--- config.mk ---
export PLATFORM = sky130hd
export DESIGN_NAME = fetch_unit_flat
export DESIGN_NICKNAME = d
export VERILOG_FILES = /design/src/rtl/fetch_unit_if.sv /design/src/rtl/fetch_unit.sv /design/src/flat_wrapper.sv
export SDC_FILE = /design/constraint.sdc
export NUM_CORES = 1
export LEC_CHECK = 0
export BUFFER_PORTS_ARGS = -buffer_cell sky130_fd_sc_hd__clkbuf_2
export CAP_MARGIN = 20
export CORE_ASPECT_RATIO = 0.9
export CORE_UTILIZATION = 55
export CTS_BUF_LIST = sky130_fd_sc_hd__clkbuf_4 sky130_fd_sc_hd__clkbuf_8
export DETAILED_ROUTE_END_ITERATION = 10
export PLACE_DENSITY = 0.87
export SLEW_MARGIN = 0
export SYNTH_ARGS = -nofsm -noshare
export SYNTH_HDL_FRONTEND = slang
export SYNTH_SLANG_ARGS = --single-unit
--- constraint.sdc ---
create_clock -name clock -period 8.5 [get_ports clock]
set_clock_uncertainty 0.05 [all_clocks]
set_input_delay 2.125 -clock clock [delete_from_list [all_inputs] [get_ports clock]]
set_output_delay 2.125 -clock clock [all_outputs]
set_load 0.01 [all_outputs]
--- src/rtl/fetch_unit_if.sv ---
// Instruction-memory fetch bus between fetch_unit (master) and the instruction memory (slave).
// The request and address are held stable until ready or a redirect.
interface fetch_unit_if;
    logic        imem_req;
    logic [31:0] imem_addr;
    logic        imem_ready;
    logic [31:0] imem_rdata;

    modport master (
        output imem_req,
        output imem_addr,
        input  imem_ready,
        input  imem_rdata
    );

    modport slave (
        input  imem_req,
        input  imem_addr,
        output imem_ready,
        output imem_rdata
    );
endinterface

--- src/rtl/fetch_unit.sv ---
// Instruction fetch stage: PC register, IF/ID register and a one-entry hold buffer for stalls.
// Optional feature macro FETCH_ALIGN_CHECK_EN adds a sticky misaligned-redirect flag.
module fetch_unit #(
    parameter logic [31:0] RESET_PC = 32'h0000_0000
) (
    input  logic                clock,
    input  logic                reset,
    input  logic                stall,
    input  logic                redirect,
    input  logic [31:0]         redirect_target,
    fetch_unit_if.master        imem,
    output logic                ifid_valid,
    output logic [31:0]         ifid_pc,
    output logic [31:0]         ifid_pc4,
    output logic [31:0]         ifid_instr,
    output logic                fetch_misaligned
);

    typedef enum logic [0:0] {StFetch, StHold} state_e;

    state_e      state_q, state_d;
    logic [31:0] pc_q, pc_d;
    logic        ifid_valid_q, ifid_valid_d;
    logic [31:0] ifid_pc_q, ifid_pc_d;
    logic [31:0] ifid_pc4_q, ifid_pc4_d;
    logic [31:0] ifid_instr_q, ifid_instr_d;
    logic [31:0] buf_pc_q, buf_pc_d;
    logic [31:0] buf_instr_q, buf_instr_d;
    logic [31:0] redirect_pc;
    logic [31:0] pc_plus4;
    logic [31:0] buf_pc_plus4;

    // Low two target bits are always dropped; the flag below only reports them.
    assign redirect_pc  = {redirect_target[31:2], 2'b00};
    assign pc_plus4     = pc_q + 32'd4;
    assign buf_pc_plus4 = buf_pc_q + 32'd4;

    always_comb begin
        state_d      = state_q;
        pc_d         = pc_q;
        ifid_valid_d = ifid_valid_q;
        ifid_pc_d    = ifid_pc_q;
        ifid_pc4_d   = ifid_pc4_q;
        ifid_instr_d = ifid_instr_q;
        buf_pc_d     = buf_pc_q;
        buf_instr_d  = buf_instr_q;

        if (redirect) begin
            // Redirect wins over stall and ready; any returned or buffered word is dropped.
            pc_d         = redirect_pc;
            ifid_valid_d = 1'b0;
            buf_pc_d     = 32'd0;
            buf_instr_d  = 32'd0;
            state_d      = StFetch;
        end else begin
            unique case (state_q)
                StFetch: begin
                    if (imem.imem_ready) begin
                        if (stall) begin
                            // Park the returned word so the memory handshake can complete.
                            buf_pc_d    = pc_q;
                            buf_instr_d = imem.imem_rdata;
                            state_d     = StHold;
                        end else begin
                            ifid_valid_d = 1'b1;
                            ifid_pc_d    = pc_q;
                            ifid_pc4_d   = pc_plus4;
                            ifid_instr_d = imem.imem_rdata;
                            pc_d         = pc_plus4;
                        end
                    end else if (!stall) begin
                        ifid_valid_d = 1'b0;
                    end
                end
                StHold: begin
                    if (!stall) begin
                        ifid_valid_d = 1'b1;
                        ifid_pc_d    = buf_pc_q;
                        ifid_pc4_d   = buf_pc_plus4;
                        ifid_instr_d = buf_instr_q;
                        pc_d         = buf_pc_plus4;
                        state_d      = StFetch;
                    end
                end
                default: state_d = StFetch;
            endcase
        end
    end

    always_ff @(posedge clock or posedge reset) begin
        if (reset) begin
            state_q      <= StFetch;
            pc_q         <= RESET_PC;
            ifid_valid_q <= 1'b0;
            ifid_pc_q    <= 32'd0;
            ifid_pc4_q   <= 32'd0;
            ifid_instr_q <= 32'd0;
            buf_pc_q     <= 32'd0;
            buf_instr_q  <= 32'd0;
        end else begin
            state_q      <= state_d;
            pc_q         <= pc_d;
            ifid_valid_q <= ifid_valid_d;
            ifid_pc_q    <= ifid_pc_d;
            ifid_pc4_q   <= ifid_pc4_d;
            ifid_instr_q <= ifid_instr_d;
            buf_pc_q     <= buf_pc_d;
            buf_instr_q  <= buf_instr_d;
        end
    end

    assign imem.imem_req  = (state_q == StFetch);
    assign imem.imem_addr = pc_q;
    assign ifid_valid     = ifid_valid_q;
    assign ifid_pc        = ifid_pc_q;
    assign ifid_pc4       = ifid_pc4_q;
    assign ifid_instr     = ifid_instr_q;

`ifdef FETCH_ALIGN_CHECK_EN
    logic misaligned_q, misaligned_d;

    always_comb begin
        misaligned_d = misaligned_q;
        if (redirect && (redirect_target[1:0] != 2'b00)) begin
            misaligned_d = 1'b1;
        end
    end

    always_ff @(posedge clock or posedge reset) begin
        if (reset) begin
            misaligned_q <= 1'b0;
        end else begin
            misaligned_q <= misaligned_d;
        end
    end

    assign fetch_misaligned = misaligned_q;
`else
    logic unused_target_lsbs;
    assign unused_target_lsbs = ^redirect_target[1:0];
    assign fetch_misaligned   = 1'b0;
`endif

endmodule
--- src/flat_wrapper.sv ---
// flat-port wrapper written by rule: the top's interface ports become plain ports
module fetch_unit_flat 
#(
    parameter logic [31:0] RESET_PC = 32'h0000_0000
)
  (clock, reset, stall, redirect, redirect_target, ifid_valid, ifid_pc, ifid_pc4, ifid_instr, fetch_misaligned, imem_imem_req, imem_imem_addr, imem_imem_ready, imem_imem_rdata);
  fetch_unit_if imem_i ();
  input  logic clock;
  input  logic reset;
  input  logic stall;
  input  logic redirect;
  input  logic [31:0] redirect_target;
  output logic ifid_valid;
  output logic [31:0] ifid_pc;
  output logic [31:0] ifid_pc4;
  output logic [31:0] ifid_instr;
  output logic fetch_misaligned;
  output wire logic [$bits(imem_i.imem_req)-1:0] imem_imem_req;
  output wire logic [$bits(imem_i.imem_addr)-1:0] imem_imem_addr;
  input wire logic [$bits(imem_i.imem_ready)-1:0] imem_imem_ready;
  input wire logic [$bits(imem_i.imem_rdata)-1:0] imem_imem_rdata;
  assign imem_imem_req = imem_i.imem_req;
  assign imem_imem_addr = imem_i.imem_addr;
  assign imem_i.imem_ready = imem_imem_ready;
  assign imem_i.imem_rdata = imem_imem_rdata;
  fetch_unit #(.RESET_PC(RESET_PC)) u_core (.clock(clock), .reset(reset), .stall(stall), .redirect(redirect), .redirect_target(redirect_target), .imem(imem_i), .ifid_valid(ifid_valid), .ifid_pc(ifid_pc), .ifid_pc4(ifid_pc4), .ifid_instr(ifid_instr), .fetch_misaligned(fetch_misaligned));
endmodule
Word level (Yosys, flattened, before mapping)

Index checks and enable logic that the tools add are counted.

Register bits after elaboration: 194
Bits of input ports: 69
Output and inout bits: 131
Logic and storage cells: 55

Add/subtract/negate cells: 2
Equal/unequal tests: 8
Muxes and demuxes: 30
Bitwise logic cells: 2
Reductions and logical operators: 5

Operators with widths:

| kind                                                                    | count |
|---|---|
| 32-bit two-way mux                                                      | 18 |
| 32-bit case mux with 2 select lines                                     | 3 |
| 32-bit by 3-bit adder with 32-bit output, second input constant         | 2 |
| 1-bit two-way mux                                                       | 7 |
| 2-bit inequality test, second input constant                            | 3 |
| 3-bit inequality test, second input constant                            | 2 |
| 3-bit AND reduction                                                     | 2 |
| 4-bit by 3-bit inequality test with 1-bit output, second input constant | 1 |
| 1-bit case mux with 2 select lines                                      | 2 |
| 4-bit AND reduction                                                     | 1 |
| 2-bit nonzero test                                                      | 2 |
| 3-bit by 2-bit inequality test with 1-bit output, second input constant | 1 |
| 2-bit by 1-bit inequality test with 1-bit output, second input constant | 1 |
| 1-bit NOT                                                               | 2 |

Depth between registers and ports, before layout

Gate-level depths: netlist of run 1.

Word-level depth: 5
Mapped depth: 12
Gate-level depth less buffers: 8

Worst setup path before layout of run 1

No wires, ideal clock.

Path kind: input to register
Start: in imem_imem_ready
End: reg u_core.pc_q[19], in the netlist u_core.imem.imem_addr[19]
Setup time: 0.069 ns
Data arrival time: 3.442 ns
Path slack: 4.939 ns
Stages: 7
Buffers on the path: 2
Cell sequence: nor2_1 or2_2 clkbuf_1 nor2_1 clkbuf_1 nand2_1 nand3_1

Longest elaborated chain between the ends: 2

Ends and longest elaborated chain:

| element                                                    | RTL line           | RTL |
|---|---|---|
| from (decl)                                                | flat_wrapper.sv:20 | `input wire logic [$bits(imem_i.imem_ready)-1:0] imem_imem_ready;` |
| 3-bit by 2-bit inequality test with 1-bit output (no line) | --                 |  |
| 3-bit AND reduction (no line)                              | --                 |  |
| to (signal assigned)                                       | fetch_unit.sv:102  | `pc_q <= pc_d;` |
| to (decl)                                                  | fetch_unit.sv:22   | `logic [31:0] pc_q, pc_d;` |

Every way passes these cells.
A chain may end at the register's enable or synchronous reset.

Worst setup path in the final report of run 1

Start: in redirect
End: reg u_core.ifid_instr_q[14], in the netlist u_core.ifid_instr[14]

Longest elaborated chain between the ends: 2

Ends and longest elaborated chain:

| element                       | RTL line           | RTL |
|---|---|---|
| from (decl)                   | flat_wrapper.sv:11 | `input logic redirect;` |
| 1-bit NOT (no line)           | --                 |  |
| 4-bit AND reduction (no line) | --                 |  |
| to (signal assigned)          | fetch_unit.sv:106  | `ifid_instr_q <= ifid_instr_d;` |
| to (decl)                     | fetch_unit.sv:26   | `logic [31:0] ifid_instr_q, ifid_instr_d;` |

Every way passes these cells.

==> reports/results.ini, run 1 <==
[power_and_ir_drop]
intPower_mw=1.50
switching_share=0.312
seqPwrFrac=0.515
comb_power_share=0.191
clkPwrFrac=0.294
vdd_drop_max_mv=0.139
total_power_mw=2.17
p_switching_mw=0.677
power_density_mw_per_mm2=210
p_leak_nw=4.94

[die]
start_util=0.569
core_mm2=0.0156
io_pins=200
row_count=43
die_x_um=136
die_area_mm2=0.0167
dieHeight_um=123

[route]
dr_total_vias=7578
remaining_drc_errors=0
wl_per_cell_um=17.7
drt_iter0_drc=613
wl_um=23100
drtPass1Iterations=5
drt.antenna.violating_nets=0
vias_per_cell=5.79

[yosys]
ys_types=47
synthCells=935
synth-edff-count=0
synth_fa_ha_area_frac=0.00141
syn_avg_cell_area_um2=9.50
synthMuxAreaShare=0.0880
yosys.area.top_type=dfrtp_1
synth_compound_area_frac=0.135
synth_top_family_by_area=simple AND/OR/NAND/NOR gates
ys.flop_type=dfrtp_1
synthXorXnorAreaFrac=0.0217
seq_area_frac_synth=0.541
synth_area_leaders=dfrtp_1 54%, nand2_1 11%, mux2i_1 7.7%, o21ai_0 4.8%, a21oi_1 3.9%
synth_nets=1005
synth_seq_cells=192
ys_warn_count=0
synthArstFlopShare=1.00
syn_area_mm2=0.00888
yosys.area_share.simple=0.178
synth_top_area_frac=0.541

[timing]
max_freq_mhz=223
relSlewSlack=0.348
maxSlewViolCount=0
hold_viol=0
grt_setup_unrepaired=false
setup_violations=0
tightest_slew_ns=0.977
final.min_clock_period_ns=4.49
holdWs_ns=0.436
finalCritPeriodShare=0.529
fin_tns_setup_ns=0

[worst_setup_path]
path_max_fanout=98
cp.arrival_ns=4.75
worstSetupEndpointType=flop
critPathLaunchType=primary input
crit_required_ns=8.76
setup.worst_path.class=primary input to flop

[cts]
cts_max_path_buffers=2
cts_root_buffer=clkbuf_8
insertion_delay_ns=0.47
cts_hold_buf=0
cts_resized=0
cts.clk_slew.worst_paths_ns=0.09
postCtsSetupRepairBufs=0
cts_sinks=192
htreeDepth=4
numCtsBuffers=17
tritoncts=built

[global_route]
grt-ovfl-total=0
grt_pass1_vias=7247
antenna_found_initial=0
grt_start_max_net_pins=128
grt_pass1_wl_um=36700
track_usage=0.288

[placement]
placed_area_mm2=0.00992
dpl.hpwl_um=15200
numPortBuffers=196
gp_routability_congestion=0.885

[status]
status=finished clean

[job]
drv_cap=0

[cells_and_area]
num_antenna_cells=0
filler_cell_count=1293
fin_nets=1163
drive_above_1_share=0.236
area_growth_pct=16.5
final_cell_area_mm2=0.0103

[min_path]
hold_class=flop to flop

cell families after synthesis:
logic type	Yosys count
buf+inv	72
simple gates	365
fa+ha+maj	1
mux	77
other cells	1
xor+xnor	22
compound gates	205
flops	192
metrics by stage:
stage / std cells / utilization / setup WS [ns]
finish: 1308 / 0.663 / 4.01
global route: 1308 / 0.663 / 3.82
detailed placement: 1275 / 0.636 / 3.58
global placement: 1275 / 0.636 / 3.64
floorplan: 935 / - / 1.10
CTS: 1307 / 0.663 / 4.09
cells in the mapped netlist, types with 3 or more instances:
cell type,number
nand2_1,253
dfrtp_1,192
o21ai_0,85
a21oi_1,69
mux2i_1,68
clkbuf_1,49
nor2_1,44
nand3_1,20
a22o_1,15
xor2_1,14
and3_1,13
o211ai_1,11
buf_2,9
mux2_2,9
xnor2_1,8
inv_1,6
nand3b_1,6
nand4_1,5
nor3_1,5
nor2b_1,4
o21a_1,4
a211oi_1,3
a22oi_1,3
a2bb2oi_1,3
a32o_1,3
buf_1,3
buf_4,3
o221ai_1,3
power groups by stage:
stage	clock network, mW	logic (mW)	registers [mW]
finish	0.638	0.416	1.12
global route	0.685	0.465	1.13
CTS	0.646	0.419	1.12
detailed placement	0	0.419	1.13
global placement	0	0.404	1.13
floorplan	0	0.198	1.16
final timing paths:
kind	start	end	slack, ns	cells after the start
min in group asynchronous	reset	u_core.ifid_pc4[0]$_DFFE_PP0P_	1.75	2
worst min register to register	u_core.ifid_instr[17]$_DFFE_PP0P_	u_core.ifid_instr[17]$_DFFE_PP0P_	0.44	2
worst max register to register	u_core.state_q$_DFF_PP0_	u_core.imem.imem_addr[30]$_DFFE_PP0P_	4.56	7
worst max-delay path	redirect	u_core.ifid_instr[14]$_DFFE_PP0P_	4.01	5
worst min-delay path	u_core.ifid_instr[17]$_DFFE_PP0P_	u_core.ifid_instr[17]$_DFFE_PP0P_	0.44	2
max in group asynchronous	reset	u_core.ifid_instr[25]$_DFFE_PP0P_	5.23	3
state kept, by name (all words and copies together) (netlist names):
name and flops:
u_core.buf_instr_q 32, u_core.buf_pc_q 32, u_core.ifid_instr 32, u_core.ifid_pc 30
u_core.ifid_pc4 32, u_core.ifid_valid 1, u_core.imem.imem_addr 32, u_core.state_q 1
layout by cell type, fill, tap and decap left out, types with 2 or more instances in the layout:
cell and count:
a32o_1 3, nand3b_4 2, a2bb2oi_1 3, inv_6 2, nor2_1 44, clkbuf_8 19
dfrtp_1 191, o21ai_0 85, nand4b_1 2, clkinv_2 3, o211ai_1 11, inv_1 5
nor3_1 5, xnor2_1 8, clkbuf_2 195, nor2b_1 4, nand2_1 252, a221oi_1 2
mux2i_1 68, nand4_2 2, mux2_2 9, and3_1 12, a22o_1 15, nand3b_1 6
nand3_1 19, bufinv_16 3, a211oi_1 3, o21a_1 4, buf_4 10, a22oi_1 3
nand4_1 5, nor3b_1 2, xor2_1 14, o221ai_1 3, clkinvlp_4 5, a21oi_1 69
layer usage:
| metal | share of wire | GRT usage |
|---|---|---|
| met1 | 0.43 | 0.398 |
| met2 | 0.47 | 0.450 |
| met3 | 0.067 | 0.0566 |
| met4 | 0.025 | 0.112 |
| met5 | 0 | 0 |
critical path, cell delays in order:
cell	delay [ns]
buf_4	0.34
inv_1	0.48
nand2_4	0.86
buf_4	0.64
o21ai_0	0.22
layout make-up:
cell class,count,area (um^2),share of cell area
inverters,6,30.0,0.00290
clock buffers,19,262,0.0253
repair buffers,205,1050,0.102
clock inverters,13,160,0.0155
multi-input cells,671,3780,0.366
well taps,202,253,0.0244
flip-flops and latches,192,4810,0.465
(Power assumes the default switching activity.)
==> run 2: changes to the inputs <==
--- a/config.mk
+++ b/config.mk
@@ -5,13 +5,14 @@
 export SDC_FILE = /design/constraint.sdc
 export NUM_CORES = 1
 export LEC_CHECK = 0
+export ABC_AREA = 1
 export BUFFER_PORTS_ARGS = -buffer_cell sky130_fd_sc_hd__clkbuf_2
 export CAP_MARGIN = 20
 export CORE_ASPECT_RATIO = 0.9
-export CORE_UTILIZATION = 55
+export CORE_UTILIZATION = 51
 export CTS_BUF_LIST = sky130_fd_sc_hd__clkbuf_4 sky130_fd_sc_hd__clkbuf_8
 export DETAILED_ROUTE_END_ITERATION = 10
-export PLACE_DENSITY = 0.87
+export PLACE_DENSITY = 0.85
 export SLEW_MARGIN = 0
 export SYNTH_ARGS = -nofsm -noshare
 export SYNTH_HDL_FRONTEND = slang
==> constraint.sdc (replaced) <==
create_clock -name clock -period 3.7 [get_ports clock]
set_clock_uncertainty 0.05 [all_clocks]
set_input_delay 0.925 -clock clock [delete_from_list [all_inputs] [get_ports clock]]
set_output_delay 0.925 -clock clock [all_outputs]
set_load 0.01 [all_outputs]
==> run 2 against run 1 <==
Compared with the run above:
- count of clock-buffer cells in the layout increased by 3
- combinational power rose by 130%
- area after synthesis increased by 1.4%
- critical endpoint is now imem_imem_req
- routed wire length up 2.3%
- first-iteration DRC count increased by 1.3%
- highest routed layer unchanged
- sequential share of layout area fell by 0.74 points
- sequential power rose by 130%
- non-clock buffer count is 4 higher
- worst hold slack better by 0.0022 ns
- critical path depth decreased by 2
- synthesized cell count increased by 22%
==> reports/results.ini, run 2 <==
[worst_setup_path]
path_max_fanout=52
setup.worst_path.class=flop to output pin
cp.arrival_ns=2.07
timing.reg2reg.setup_slack_ns=0.99
crit_required_ns=2.72
cp-startpoint=u_core.state_q$_DFF_PP0_
worstSetupEndpointType=output pin
endpoint=imem_imem_req
timing.rr.start=u_core.state_q$_DFF_PP0_
r2r_end=u_core.ifid_pc4[16]$_DFFE_PP0P_
critPathLaunchType=flop
rr_worst_depth=11

[route]
drtPass1Iterations=6
wl_um=23600
vias_per_cell=5.26
dr_total_vias=8140
drt_iter0_drc=621
drt.antenna.violating_nets=0
remaining_drc_errors=0
wl_per_cell_um=15.3

[global_route]
antenna_found_initial=0
grt_pass1_vias=7631
track_usage=0.272
grt-ovfl-total=0
grt_pass1_wl_um=38400
grt_start_max_net_pins=115

[yosys]
syn_area_mm2=0.00901
yosysMostFrequentCell=nand2_1
synthCells=1138
synth-edff-count=0
ys_types=29
synth_seq_cells=192
syn_avg_cell_area_um2=7.92
yosys-top-cells-count=496 x nand2_1, 192 x dfrtp_1, 100 x o21ai_0, 74 x nand3_1, 58 x inv_1
synth_top_area_frac=0.533
yosys.area.top_type=dfrtp_1
synth_area_leaders=dfrtp_1 53%, nand2_1 21%, o21ai_0 5.6%, nand3_1 4.1%, inv_1 2.4%
seq_area_frac_synth=0.533
synth_nets=1208
synthArstFlopShare=1.00
ys.flop_type=dfrtp_1
ys_warn_count=0

[timing]
fin_tns_setup_ns=0
tightest_slew_ns=0.936
hold_viol=0
setup_violations=0
final.min_clock_period_ns=3.04
max_freq_mhz=329
relSlewSlack=0.374
worst_slack_ns=0.656
maxSlewViolCount=0
finalCritPeriodShare=0.823
grt_setup_unrepaired=false

[placement]
dp.cells=1517
numPortBuffers=196
dpl.hpwl_um=15700
dp_slack_ns=0.727
gp_routability_congestion=0.905

[cells_and_area]
final_common_cell=nand2_1
finalNonFillerCells=1549
area_growth_pct=16.7
drive_above_1_share=0.217
fin_nets=1371
filler_cell_count=1481
num_antenna_cells=0
final_cell_mix=496 x nand2_1, 196 x clkbuf_2, 191 x dfrtp_1, 100 x o21ai_0, 73 x nand3_1

[job]
drv_cap=0

[cts]
cts_max_path_buffers=2
postCtsSetupRepairBufs=0
cts.clk_slew.worst_paths_ns=0.09
htreeDepth=4
insertion_delay_ns=0.46
cts_resized=0
cts_hold_buf=0
tritoncts=built
cts_root_buffer=clkbuf_8
cts_sinks=192
numCtsBuffers=17

[die]
row_count=45
die_x_um=142
die_area_mm2=0.0182
core_mm2=0.0171
dieHeight_um=128
io_pins=200
start_util=0.528

[min_path]
holdPathStages=2
hold_class=flop to flop
min_from=u_core.ifid_instr[25]$_DFFE_PP0P_

[power_and_ir_drop]
vdd_drop_max_mv=0.364
power_density_mw_per_mm2=469
p_leak_nw=5.61

[status]
status=finished clean

-- run 2: cell count changes after synthesis, sizes merged, moves of 20 or more --
cell	change
a21oi	-49
a22oi	+20
buf	+24
clkbuf	-25
inv	+56
mux2i	-68
nand2	+261
nand3	+54
o21ai	+23
-- run 2: logic make-up after synthesis --
kind of cell               share of synthesized area
adders and majority gates                    0.00139
and+or+nand+nor                                0.301
other                                       0.000416
xor gates and xnor gates                    0.000972
buffers and inverters                         0.0641
DFF                                            0.533
AOI/OAI and AO/OA                             0.0986
-- run 2: area by class of cell --
type / count / area [um^2] / area share
Sequential cell: 192 / 4810 / 0.457
Multi-Input combinational cell: 819 / 3640 / 0.346
Timing Repair Buffer: 209 / 1120 / 0.107
Tap cell: 235 / 294 / 0.0280
Clock buffer: 22 / 290 / 0.0276
Inverter: 62 / 236 / 0.0225
Clock inverter: 10 / 124 / 0.0118
-- run 2: worst min-delay path by stage --
stage / end
final: u_core.ifid_instr[25]$_DFFE_PP0P_
after floorplan: u_core.buf_instr_q[31]$_DFFE_PP0P_
after global routing: u_core.ifid_instr[25]$_DFFE_PP0P_
after global placement: u_core.ifid_pc[7]$_DFFE_PP0P_
after detailed placement: u_core.ifid_instr[5]$_DFFE_PP0P_
after CTS: u_core.ifid_instr[25]$_DFFE_PP0P_
-- run 2: routing by layer --
layer  GRT usage  vias up  routed length, um
met4      0.0772        0                195
met3      0.0493       19               1490
li1            -     3927                  -
met1       0.382     3897              10900
met2       0.433      297              11000
met5           0        -                  0
-- run 2: critical path: stages, from the launching register on --
cell and delay (ns):
dfrtp_4 0.71, inv_2 0.46, buf_4 0.28, clkbuf_2 0.16
-- run 2: power by group --
group	switching, mW	internal [mW]	total, mW
clock network	0.747	0.678	1.43
registers	0.189	2.36	2.55
logic	0.600	0.360	0.960
total	1.54	3.40	4.93
-- run 2: stage by stage --
step | utilization | area (um^2) | hold slack (ns) | power [mW]
after floorplan | - | 9010 | 0.425 | 3.12
after global placement | 0.590 | 10100 | 0.411 | 3.51
after CTS | 0.616 | 10500 | 0.441 | 4.96
after detailed placement | 0.592 | 10100 | 0.415 | 3.55
after global routing | 0.616 | 10500 | 0.452 | 5.20
final | 0.616 | 10500 | 0.438 | 4.93
